<file path="src/rtl/dino_jump_engine.sv">
// Dino runner jump physics: frame-ticked height/velocity integrator with multi-jump,
// ducking, freeze hold and a registered sprite pixel flag for the VGA scan.
module dino_jump_engine #(
    parameter int GROUND_Y  = 400,
    parameter int DINO_X    = 40,
    parameter int DINO_W    = 20,
    parameter int DINO_H    = 24,
    parameter int DUCK_H    = 12,
    parameter int V0        = 12,
    parameter int G         = 1,
    parameter int MAX_JUMPS = 2,
    parameter int H_MAX     = 255,
    parameter int H_W       = 9
) (
    input  logic           CLK,
    input  logic           RESET,
    input  logic           fresh,
    input  logic           button_jump,
    input  logic           button_duck,
    input  logic           freeze,
    input  logic [8:0]     row_addr,
    input  logic [9:0]     col_addr,
    output logic           px,
    output logic [H_W-1:0] height,
    output logic           airborne
);

    localparam int SW = H_W + 2;
    localparam logic signed [SW-1:0] V0_S    = SW'(V0);
    localparam logic signed [SW-1:0] G_S     = SW'(G);
    localparam logic signed [SW-1:0] H_MAX_S = SW'(H_MAX);
    localparam logic [H_W-1:0]       H_MAX_U = H_W'(H_MAX);
    localparam logic [1:0]           MAX_J   = 2'(MAX_JUMPS);
    localparam logic [10:0]          GY      = 11'(GROUND_Y);
    localparam logic [10:0]          X_LO    = 11'(DINO_X);
    localparam logic [10:0]          X_HI    = 11'(DINO_X + DINO_W);
    localparam logic [10:0]          H_STAND = 11'(DINO_H);
    localparam logic [10:0]          H_DUCK  = 11'(DUCK_H);

    typedef enum logic [1:0] {StGround, StRise, StFall} state_e;

    state_e                state_q, state_d;
    logic [H_W-1:0]        h_q, h_d;
    logic signed [SW-1:0]  v_q, v_d;
    logic [1:0]            jumps_q, jumps_d;
    logic                  jump_prev_q;
    logic                  pending_q, pending_d;
    logic                  px_q, px_d;

    logic                  jump_edge;
    logic                  grant;
    logic signed [SW-1:0]  h_ext;
    logic signed [SW-1:0]  sum_air;
    logic signed [SW-1:0]  v_air;
    logic [10:0]           hcur, bot, top, row11, col11;

    function automatic logic [H_W-1:0] sat_h(input logic signed [SW-1:0] x);
        if (x > H_MAX_S) return H_MAX_U;
        return x[H_W-1:0];
    endfunction

    assign jump_edge = button_jump & ~jump_prev_q;
    assign h_ext     = signed'({2'b00, h_q});
    assign grant     = pending_q && (jumps_q < MAX_J);
    assign sum_air   = grant ? (h_ext + V0_S) : (h_ext + v_q);
    assign v_air     = grant ? (V0_S - G_S) : (v_q - G_S);

    // A fresh tick consumes the pending request; an edge on the same cycle survives it.
    always_comb begin
        pending_d = pending_q;
        if (freeze)         pending_d = 1'b0;
        else if (fresh)     pending_d = jump_edge;
        else if (jump_edge) pending_d = 1'b1;
    end

    always_comb begin
        state_d = state_q;
        h_d     = h_q;
        v_d     = v_q;
        jumps_d = jumps_q;
        if (fresh && !freeze) begin
            case (state_q)
                StGround: begin
                    if (pending_q) begin
                        h_d     = sat_h(V0_S);
                        v_d     = V0_S - G_S;
                        jumps_d = 2'd1;
                        state_d = StRise;
                    end
                end
                default: begin
                    if (!grant && sum_air <= 0) begin
                        h_d     = '0;
                        v_d     = '0;
                        jumps_d = '0;
                        state_d = StGround;
                    end else begin
                        h_d     = sat_h(sum_air);
                        v_d     = v_air;
                        jumps_d = grant ? jumps_q + 2'd1 : jumps_q;
                        state_d = (v_air > 0) ? StRise : StFall;
                    end
                end
            endcase
        end
    end

    // Sprite spans [bot-hcur, bot); the top clamps at row 0 when the dino is near the screen top.
    always_comb begin
        row11 = 11'(row_addr);
        col11 = 11'(col_addr);
        hcur  = (state_q == StGround && button_duck) ? H_DUCK : H_STAND;
        bot   = (11'(h_q) >= GY) ? 11'd0 : GY - 11'(h_q);
        top   = (bot > hcur) ? bot - hcur : 11'd0;
        px_d  = (col11 >= X_LO) && (col11 < X_HI) && (row11 >= top) && (row11 < bot);
    end

    always_ff @(posedge CLK) begin
        if (RESET) begin
            state_q     <= StGround;
            h_q         <= '0;
            v_q         <= '0;
            jumps_q     <= '0;
            jump_prev_q <= 1'b0;
            pending_q   <= 1'b0;
            px_q        <= 1'b0;
        end else begin
            state_q     <= state_d;
            h_q         <= h_d;
            v_q         <= v_d;
            jumps_q     <= jumps_d;
            jump_prev_q <= button_jump;
            pending_q   <= pending_d;
            px_q        <= px_d;
        end
    end

    assign px       = px_q;
    assign height   = h_q;
    assign airborne = (state_q != StGround);

endmodule

</file>
<file path="config.mk">
export PLATFORM = sky130hd
export DESIGN_NAME = dino_jump_engine
export DESIGN_NICKNAME = d
export VERILOG_FILES = /design/src/rtl/dino_jump_engine.sv
export SDC_FILE = /design/constraint.sdc
export NUM_CORES = 1
export LEC_CHECK = 0
export ABC_AREA = 0
export CAP_MARGIN = 20
export CELL_PAD_IN_SITES_DETAIL_PLACEMENT = 1
export CELL_PAD_IN_SITES_GLOBAL_PLACEMENT = 1
export CORE_ASPECT_RATIO = 1.4
export CORE_MARGIN = 2
export CORE_UTILIZATION = 30
export CTS_CLUSTER_SIZE = 40
export DETAILED_ROUTE_END_ITERATION = 8
export HOLD_SLACK_MARGIN = 0.02
export PLACE_DENSITY_LB_ADDON = 0.1
export SLEW_MARGIN = 5
export SYNTH_ARGS = -nofsm -noshare
export SYNTH_HDL_FRONTEND = slang
export SYNTH_SLANG_ARGS = --single-unit
</file>
<file path="constraint.sdc">
create_clock -name CLK -period 3.39 [get_ports CLK]
set_input_delay 0.678 -clock CLK [delete_from_list [all_inputs] [get_ports CLK]]
set_output_delay 0.678 -clock CLK [all_outputs]
set_load 0.01 [all_outputs]
</file>
# After elaboration in Yosys (flattened, before gate mapping)
# Index checks and enable logic that the tools add are counted.
# word_totals
ff_bits,27
# classes
add_sub_neg,6
order_cmp,10
n_eq_ne,1
mux,26
bitwise,2
reduce_logical,16
# ops
cell,n
$mux 11,7
$mux 9,5
$mux 2,7
$add 10x11->11,1
$ge 9x11->1,1
$gt 11x1->1 const B,1
$gt 11x5->1,1
$gt 11x9->1 const B,1
$le 11x1->1 const B,1
$lt 9x11->1,1
$sub 11x2->11 const B,1
$sub 11x5->11,1
$add 9x4->10 const B,1
$ge 10x6->1 const B,1
$lt 10x6->1 const B,1
$sub 9x9->10 const A,1
$ge 9x9->1 const B,1
$logic_and 1x1->1,7
$mux 1,6
$mux 5,1
$reduce_bool 2->1,2
$reduce_and 3->1,1
$reduce_bool 3->1,1
$add 2x1->2 const B,1
other kinds (8),9

# Depth between registers and ports, before layout
# Gate-level depths: netlist of the first run.
# logic_depth
word_depth,11
ltp_mapped,21

# Worst setup path after synthesis of the first run
# No wires, ideal clock.
# synth_timing
kind,reg-to-reg
startpoint,"reg h_q[4], in the netlist height[4]"
endpoint,"reg px_q, in the netlist px"
setup_time_ps,115
t_arrival_ps,3448
slack_ps,-172
stages_incl_launch_ff,19
path_buffers,1
cell_sequence,dfxtp_1 -> buf_2 -> o311ai_2 -> nand2_1 -> inv_1 -> ha_1 -> a31oi_1 -> o21ai_0 -> nand2b_1 -> and3_1 -> ha_1 -> nand2b_1 -> a21o_1 -> a21o_1 -> a21oi_1 -> nor2b_1 -> o21ai_0 -> a211oi_1 -> o21a_1
# synth_between
elab_chain_cells,7
elab_cells_between_ends,10
classes_between,add/sub: 2; order compare: 4; mux: 2; reduce/logical: 2
# synth_lines
item,line_no,source
start: declaration,43,"logic [H_W-1:0] h_q, h_d;"
start signal: assignment,121,h_q <= '0;
start signal: assignment,129,h_q <= h_d;
$sub 9x9->10 or $ge 9x9->1 (tied branches),113,bot = (11'(h_q) >= GY) ? 11'd0 : GY - 11'(h_q);
$mux 11 (*),113,
$sub 11x5->11 or $gt 11x5->1 (tied branches),114,top = (bot > hcur) ? bot - hcur : 11'd0;
$mux 11,114,
$ge 9x11->1,115,px_d = (col11 >= X_LO) && (col11 < X_HI) && (row11 >= top) && (row11 < bot);
$logic_and 1x1->1,115,
$logic_and 1x1->1 (*),115,
end signal: assignment,134,px_q <= px_d;
end: declaration,48,"logic px_q, px_d;"
# Every way passes the cells marked *; elsewhere a longest branch is shown, timed or not.
# A chain may end at the register's enable or synchronous reset.

# Final worst setup path of the first run
# layout_timing
startpoint,in button_duck
endpoint,"reg px_q, in the netlist px"
# layout_between
elab_chain_cells,7
elab_cells_between_ends,8
classes_between,add/sub: 1; order compare: 2; mux: 2; reduce/logical: 3
# layout_lines
item,line_no,source
start: declaration,19,"input logic button_duck,"
$logic_and 1x1->1 (*),112,hcur = (state_q == StGround && button_duck) ? H_DUCK : H_STAND;
$mux 5 (*),112,
$sub 11x5->11 or $gt 11x5->1 (tied branches),114,
$mux 11 (*),114,
$ge 9x11->1 (*),115,
$logic_and 1x1->1 (*) (2 in series),115,
# Marked as above.

==> qor.txt, run 1 <==
synthesized area - 2830 µm²
gr usage total - 18.85%
crit end category - flop
Yosys reg bits - 27
post-route cell area - 3790 µm²
commonest cells after routing, fill and taps aside - 46 x buf_4, 44 x nand2_1, 33 x clkdlybuf4s50_1, 31 x nor2_1, 29 x ha_1
Pleak - 1.578 nW
IO Port Bufs - 33
post-route setup slack - 127.2 ps
nets - 500
Initial Utilization - 31.17%
worst slack at placement - -349.3 ps
die extent in y - 118.9 µm
asr flop ratio synth - 0%
Via-to-Cell Ratio - 5.461
die extent in x - 86.09 µm
hold crit path type - reg -> reg
Cell Rows - 41
Final Hold Viols - 0
placed cell count - 540
Global Route met3 Usage - 1.594%
PD cells - 256.7 nW/µm²
post-synth cell types - 65
Die Footprint - 10,240 µm²
Detailed Place HPWL - 7.722 mm
part of the cycle the worst path needs - 96.25%
Area growth syn-to-layout - 33.91%
max incr delay on CP - 450 ps
CP top delay family - compound AO/OA/AOI/OAI gates
Seq/Total Area, Yosys - 19.10%
GRT overflow - 0
deepest clock path buffer count - 2
Worst slew margin - 51.50%
crit path kind - in -> reg
global route hottest layer - met2
arrival time worst endpoint - 3440 ps
DR WL/cell - 17.19 µm
Setup Viol. Count Final - 0
Routed WL - 9.402 mm
Critical Path Slowest Stage Cell - clkdlybuf4s50_1
RSZ-0062 raised after global routing - true
pin count of the biggest net entering global routing - 20
core region area - 9080 µm²
TritonCTS clock tree - built
EDFF count, synth - 0
vias post-DR - 2,987
CP startpoint kind - primary input
dpl cell area - 3566 µm²
ANT nets after route - 0
I/O Pins - 36
Final Skew - 5.080 ps
Worst-Skew Late Latency - 280 ps
syn_area_per_cell - 7.629 µm²
Max-Cap Viols - 0
# DRC - 0
Buf/Inv on CP - 2
Post-Syn Instances - 371
drt pass-1 iters - 4
CP Max Fanout - 3
CTS hold repair buffers - 0
Worst VDD drop - 167.6 µV
layout cells sized above 1 - 20.23%
Worst Path Required - 3560 ps
wire length of the first global-routing pass - 15.47 mm
outcome - finished, final reports clean
Top FF cell, synth - dfxtp_1
H-tree depth - 1
Fmax - 0.3065 GHz
CTS buffer count - 3
commonest non-fill, non-tap cell in the layout - buf_4
initial antenna violation count - 0
R2R setup slack - 180 ps
root buffer cell - clkbuf_16
Period minus WS final - 3263 ps
Post-Syn Nets - 430
TritonCTS Sinks - 27
Post-Layout Cell Count - 547
diodes inserted - 0
Placer Congestion - 0.8221
CTS clk-pin slew, worst paths - 70 ps
Worst-Margin Slew - 720.9 ps
Worst Hold Slack - 451.3 ps
worst path cell trace - clkdlybuf4s50_1, inv_1, nor2_4, ha_4, a31oi_4, o21ai_2, nand2b_4, and3_1, ha_1, nand2b_4, a21o_1, a21o_1, a21oi_2, nor2b_1, o21ai_1, a211oi_2, o21a_1
Power Total - 0.0009729 W
Pins Over Slew Limit - 0
vias in the first global route - 3,226
synth warn - 0
initial DRC count - 71
met2 usage - 38.13%
global routing usage on met1 - 20.18%
-- cells in the mapped netlist (all sizes together) (5+ instances only) --
master	count	area (µm²)
o22ai	5	31.28
nand2b	11	68.82
dfxtp	27	540.5
nand3	11	55.05
a21oi	22	113.9
or2	5	31.28
a21o	6	45.04
nor3	12	60.06
a31oi	12	90.09
clkbuf	5	18.77
nor4	6	37.54
buf	9	56.30
and3	5	31.28
inv	20	75.07
nor2b	7	43.79
xnor2	15	138.9
nor2	33	123.9
ha	33	412.9
o21ai	16	83.83
nand2	44	165.2
-- final timing paths --
path                      startpoint                 endpoint  cells after the start
max                      button_duck            px$_SDFF_PP0_                     17
min          state_q[1]$_SDFFE_PP0P_  state_q[1]$_SDFFE_PP0P_                      2
max reg2reg   height[6]$_SDFFE_PP0P_            px$_SDFF_PP0_                     16
min reg2reg  state_q[1]$_SDFFE_PP0P_  state_q[1]$_SDFFE_PP0P_                      2
-- sequential cells by signal, indices dropped and copies added, names as in the netlist --
| signal | flops |
|---|---|
| jumps_q | 2 |
| v_q | 11 |
| pending_q | 1 |
| jump_prev_q | 1 |
| state_q | 2 |
| height | 9 |
| px | 1 |
-- cells by family (layout without fill, tap and decap cells) --
logic type / Yosys count / count (layout) / synth area share, %
AO/OA/AOI/OAI: 100 / 100 / 25.82
buffers and inverters: 34 / 103 / 5.305
multiplexers: 3 / 3 / 1.194
AND/OR/NAND/NOR: 154 / 154 / 27.14
XOR/XNOR: 19 / 19 / 6.145
flip-flops: 27 / 27 / 19.10
adder cells (fa/ha/maj): 34 / 34 / 15.30
-- through the flow --
| step | utilization, % | TNS (ps) |
|---|---|---|
| 2_1_floorplan | - | 0 |
| 3_3_place_gp | 39.27 | -304.2 |
| 3_5_place_dp | 39.27 | -349.3 |
| 4_1_cts | 40.15 | 0 |
| 5_1_grt | 41.74 | -36.62 |
| 6_report | 41.74 | 0 |
-- timing repair --
action                                  in CTS  in global routing
setup buffers                                0                  3
cloned                                       0                  0
pin swaps                                    0                 14
hold endpoints to repair                     0                  0
endpoints found under the setup margin       1                 11
resized for setup                            1                 27
-- metal layers --
metal	vias to the layer above	part of all wire (%)
met4	0	1.4
met3	11	1.6
met2	30	58
met1	1453	39
met5	-	0
li1	1493	-
-- power by group --
part | total [W] | leakage (nW) | switching, W | internal [W]
clock network | 0.000293 | 0.0409 | 0.000133 | 0.000160
logic | 0.000345 | 1.32 | 0.000180 | 0.000165
registers | 0.000335 | 0.219 | 0.0000100 | 0.000325
total | 0.000973 | 1.58 | 0.000323 | 0.000650
-- cell type report --
class                   instances  area (µm²)
fillers                      1116        5290
multi-input cells             310        2283
repair buffers                 79       675.6
flip-flops and latches         27       541.8
well taps                     107       133.9
clock buffers                   3       75.07
inverters                      20       75.07
clock inverters                 1       5.005
-- worst register-to-register path: cells and delay by family, from the launching register on --
| family | cells | cell delay, ps |
|---|---|---|
| AO/OA/AOI/OAI | 8 | 1310 |
| adder cells (fa/ha/maj) | 2 | 580 |
| flip-flops | 1 | 340 |
| AND/OR/NAND/NOR | 6 | 890 |
Note: power is estimated with default switching activity, not from simulation.
==> run 2: changes to the inputs <==
--- a/config.mk
+++ b/config.mk
@@ -5,7 +5,7 @@
 export SDC_FILE = /design/constraint.sdc
 export NUM_CORES = 1
 export LEC_CHECK = 0
-export ABC_AREA = 0
+export ABC_AREA = 1
 export CAP_MARGIN = 20
 export CELL_PAD_IN_SITES_DETAIL_PLACEMENT = 1
 export CELL_PAD_IN_SITES_GLOBAL_PLACEMENT = 1
==> qor.txt, run 2 <==
outcome - finished, final reports clean
gr usage total - 20.04%
r2r worst-path depth - 22
sw power - 0.0003097 W
CTS hold repair buffers - 0
Synth area leader - dfxtp_1
GRT overflow - 0
hold crit path type - reg -> reg
crit path kind - reg -> reg
Final TNS setup - 0 ps
Placer Congestion - 0.8263
die extent in x - 88.70 µm
Area growth syn-to-layout - 29.44%
Clk pwr share - 32.6%
Power Total - 0.0009180 W
die extent in y - 122.6 µm
synthesized area - 3013 µm²
commonest cells after routing, fill and taps aside - 120 x nand2_1, 67 x inv_1, 48 x nor2_1, 43 x nand3_1, 35 x a21oi_1
layout cells sized above 1 - 16.76%
pin count of the biggest net entering global routing - 22
Comb pwr share - 31.8%
Critical R2R Launch - height[5]$_SDFFE_PP0P_
Period minus WS final - 3178 ps
post-synth cell types - 44
Via-to-Cell Ratio - 4.913
drt pass-1 iters - 4
TritonCTS clock tree - built
worst hold start - state_q[1]$_SDFFE_PP0P_
synth warn - 0
Routed WL - 10.48 mm
vias in the first global route - 3,503
Worst-Skew Late Latency - 280 ps
max incr delay on CP - 330 ps
Post-Syn Instances - 493
Crit. path cell count - 22
Final Hold Viols - 0
deepest clock path buffer count - 2
Int Power - 0.0006083 W
Worst Hold Slack - 493.0 ps
R2R setup slack - 210 ps
nets - 615
Setup Viol. Count Final - 0
commonest non-fill, non-tap cell in the layout - nand2_1
CTS clk-pin slew, worst paths - 80 ps
top cells by area, synth - dfxtp_1 18%, nand2_1 15%, ha_1 14%
most common cell in the synthesized netlist - nand2_1
Fmax - 0.3146 GHz
H-tree depth - 1
arrival time worst endpoint - 3360 ps
Initial Utilization - 30.60%
Detailed Place HPWL - 8.595 mm
EDFF count, synth - 0
Pleak - 1.839 nW
area share of the largest cell type after synthesis - 17.94%
Yosys reg bits - 27
I/O Pins - 36
CTS buffer count - 3
# DRC - 0
PD cells - 235.4 nW/µm²
diodes inserted - 0
Cell Rows - 43
part of the cycle the worst path needs - 93.75%
ANT nets after route - 0
Critical Path Slowest Stage Cell - dfxtp_1
core region area - 9846 µm²
Worst slew margin - 77.78%
Top FF cell, synth - dfxtp_1
Seq pwr share - 35.6%
initial DRC count - 120
Post-Syn Nets - 552
Worst-Margin Slew - 330.3 ps
Max-Cap Viols - 0
root buffer cell - clkbuf_16
CP startpoint kind - flop
vias post-DR - 3,390
hold path depth - 2
TritonCTS Sinks - 27
worst r2r dst - px$_SDFF_PP0_
Die Footprint - 10,870 µm²
asr flop ratio synth - 0%
DR WL/cell - 15.18 µm
Buf/Inv on CP - 5
syn_area_per_cell - 6.111 µm²
largest reg by FF count - v_q
most frequent cells after synthesis - 123 x nand2_1, 72 x inv_1, 49 x nor2_1
worst hold endpoint - state_q[1]$_SDFFE_PP0P_
Pins Over Slew Limit - 0
Worst VDD drop - 189.9 µV
max FFs per register - 11
CP Max Fanout - 7
crit end category - flop
most frequent CP cell - a21oi_2
wire length of the first global-routing pass - 16.75 mm
Worst Path Required - 3570 ps
CP top delay family - compound AO/OA/AOI/OAI gates
Final Skew - 2.183 ps
initial antenna violation count - 0
Seq/Total Area, Yosys - 17.94%
IO Port Bufs - 33
worst path cell trace - nor2_2, a21oi_2, inv_2, buf_4, nand2_1, ha_4, inv_2, a21oi_2, nand4_1, nand2_1, inv_2, nor2_4, inv_4, nand2_4, ha_4, a21oi_2, o21ai_2, nand2_1, o211ai_1, a211o_1, a21oi_2, nor2_1
Net Sw Frac - 33.74%
==> run 2: cell count changes after synthesis, sizes merged, moves of 12 or more <==
cell	change
nand2	+86
inv	+60
nand3	+36
a21oi	+25
nor2	+19
a31oi	-12
xnor2	-12
==> run 2: logic make-up (layout without fill, tap and decap cells) <==
group           after synthesis  after routing  share of synthesized area, %
simple gates                254            254                         38.33
flops                        27             27                         17.94
xor+xnor                      4              4                         1.163
compound gates               83             83                         16.24
buf+inv                      91            153                         11.96
fa+ha+maj                    34             34                         14.37
==> run 2: final cells by class <==
type,instances,area [µm²]
Clock inverter,1,7.507
Inverter,82,310.3
Tap cell,135,168.9
Fill cell,1359,5946
Timing Repair Buffer,67,591.8
Multi-Input combinational cell,375,2205
Sequential cell,27,541.8
Clock buffer,3,75.07
==> run 2: metrics by stage <==
step	instance area (µm²)	util, %	worst slack [ps]	cells
2_1_floorplan	3013	-	330.2	493
3_3_place_gp	3707	37.65	-172.9	685
3_5_place_dp	3707	37.65	-236.5	685
4_1_cts	3790	38.49	45.06	689
5_1_grt	3900	39.61	-25.63	690
6_report	3900	39.61	211.8	690
==> run 2: how the worst max path moves through the flow <==
stage / start / end / slack (ps)
finish: height[5]$_SDFFE_PP0P_ / px$_SDFF_PP0_ / 210
global route: height[3]$_SDFFE_PP0P_ / px$_SDFF_PP0_ / -30
CTS: height[0]$_SDFFE_PP0P_ / px$_SDFF_PP0_ / 50
detailed placement: button_duck / px$_SDFF_PP0_ / -240
global placement: button_duck / px$_SDFF_PP0_ / -170
floorplan: height[7]$_SDFFE_PP0P_ / px$_SDFF_PP0_ / 330
==> run 2: what timing repair did <==
item | 4_1_cts | 5_1_grt
gates resized for setup | 0 | 25
setup endpoints to repair | 0 | 1
hold endpoints to repair | 0 | 0
buffers inserted | 0 | 1
==> run 2: routing by layer <==
layer | part of all wire (%) | up-vias | global-route usage, %
met1 | 40 | 1603 | 21.03
met2 | 57 | 33 | 40.95
li1 | - | 1746 | -
met4 | 1.3 | 0 | 5.114
met3 | 1.6 | 8 | 1.547
met5 | 0 | - | 0
==> run 2: power groups by stage <==
| stage | sequential [W] | clock, W | combinational, W |
|---|---|---|---|
| 2_1_floorplan | 0.000334 | 0 | 0.000170 |
| 3_3_place_gp | 0.000334 | 0 | 0.000268 |
| 3_5_place_dp | 0.000334 | 0 | 0.000274 |
| 4_1_cts | 0.000327 | 0.000310 | 0.000276 |
| 5_1_grt | 0.000328 | 0.000319 | 0.000329 |
| 6_report | 0.000327 | 0.000299 | 0.000292 |
==> run 2: worst min-delay path, cell delays in order, from the launching register on <==
cell     delay, ps
dfxtp_1        320
nand2_1         80
a21oi_2         50
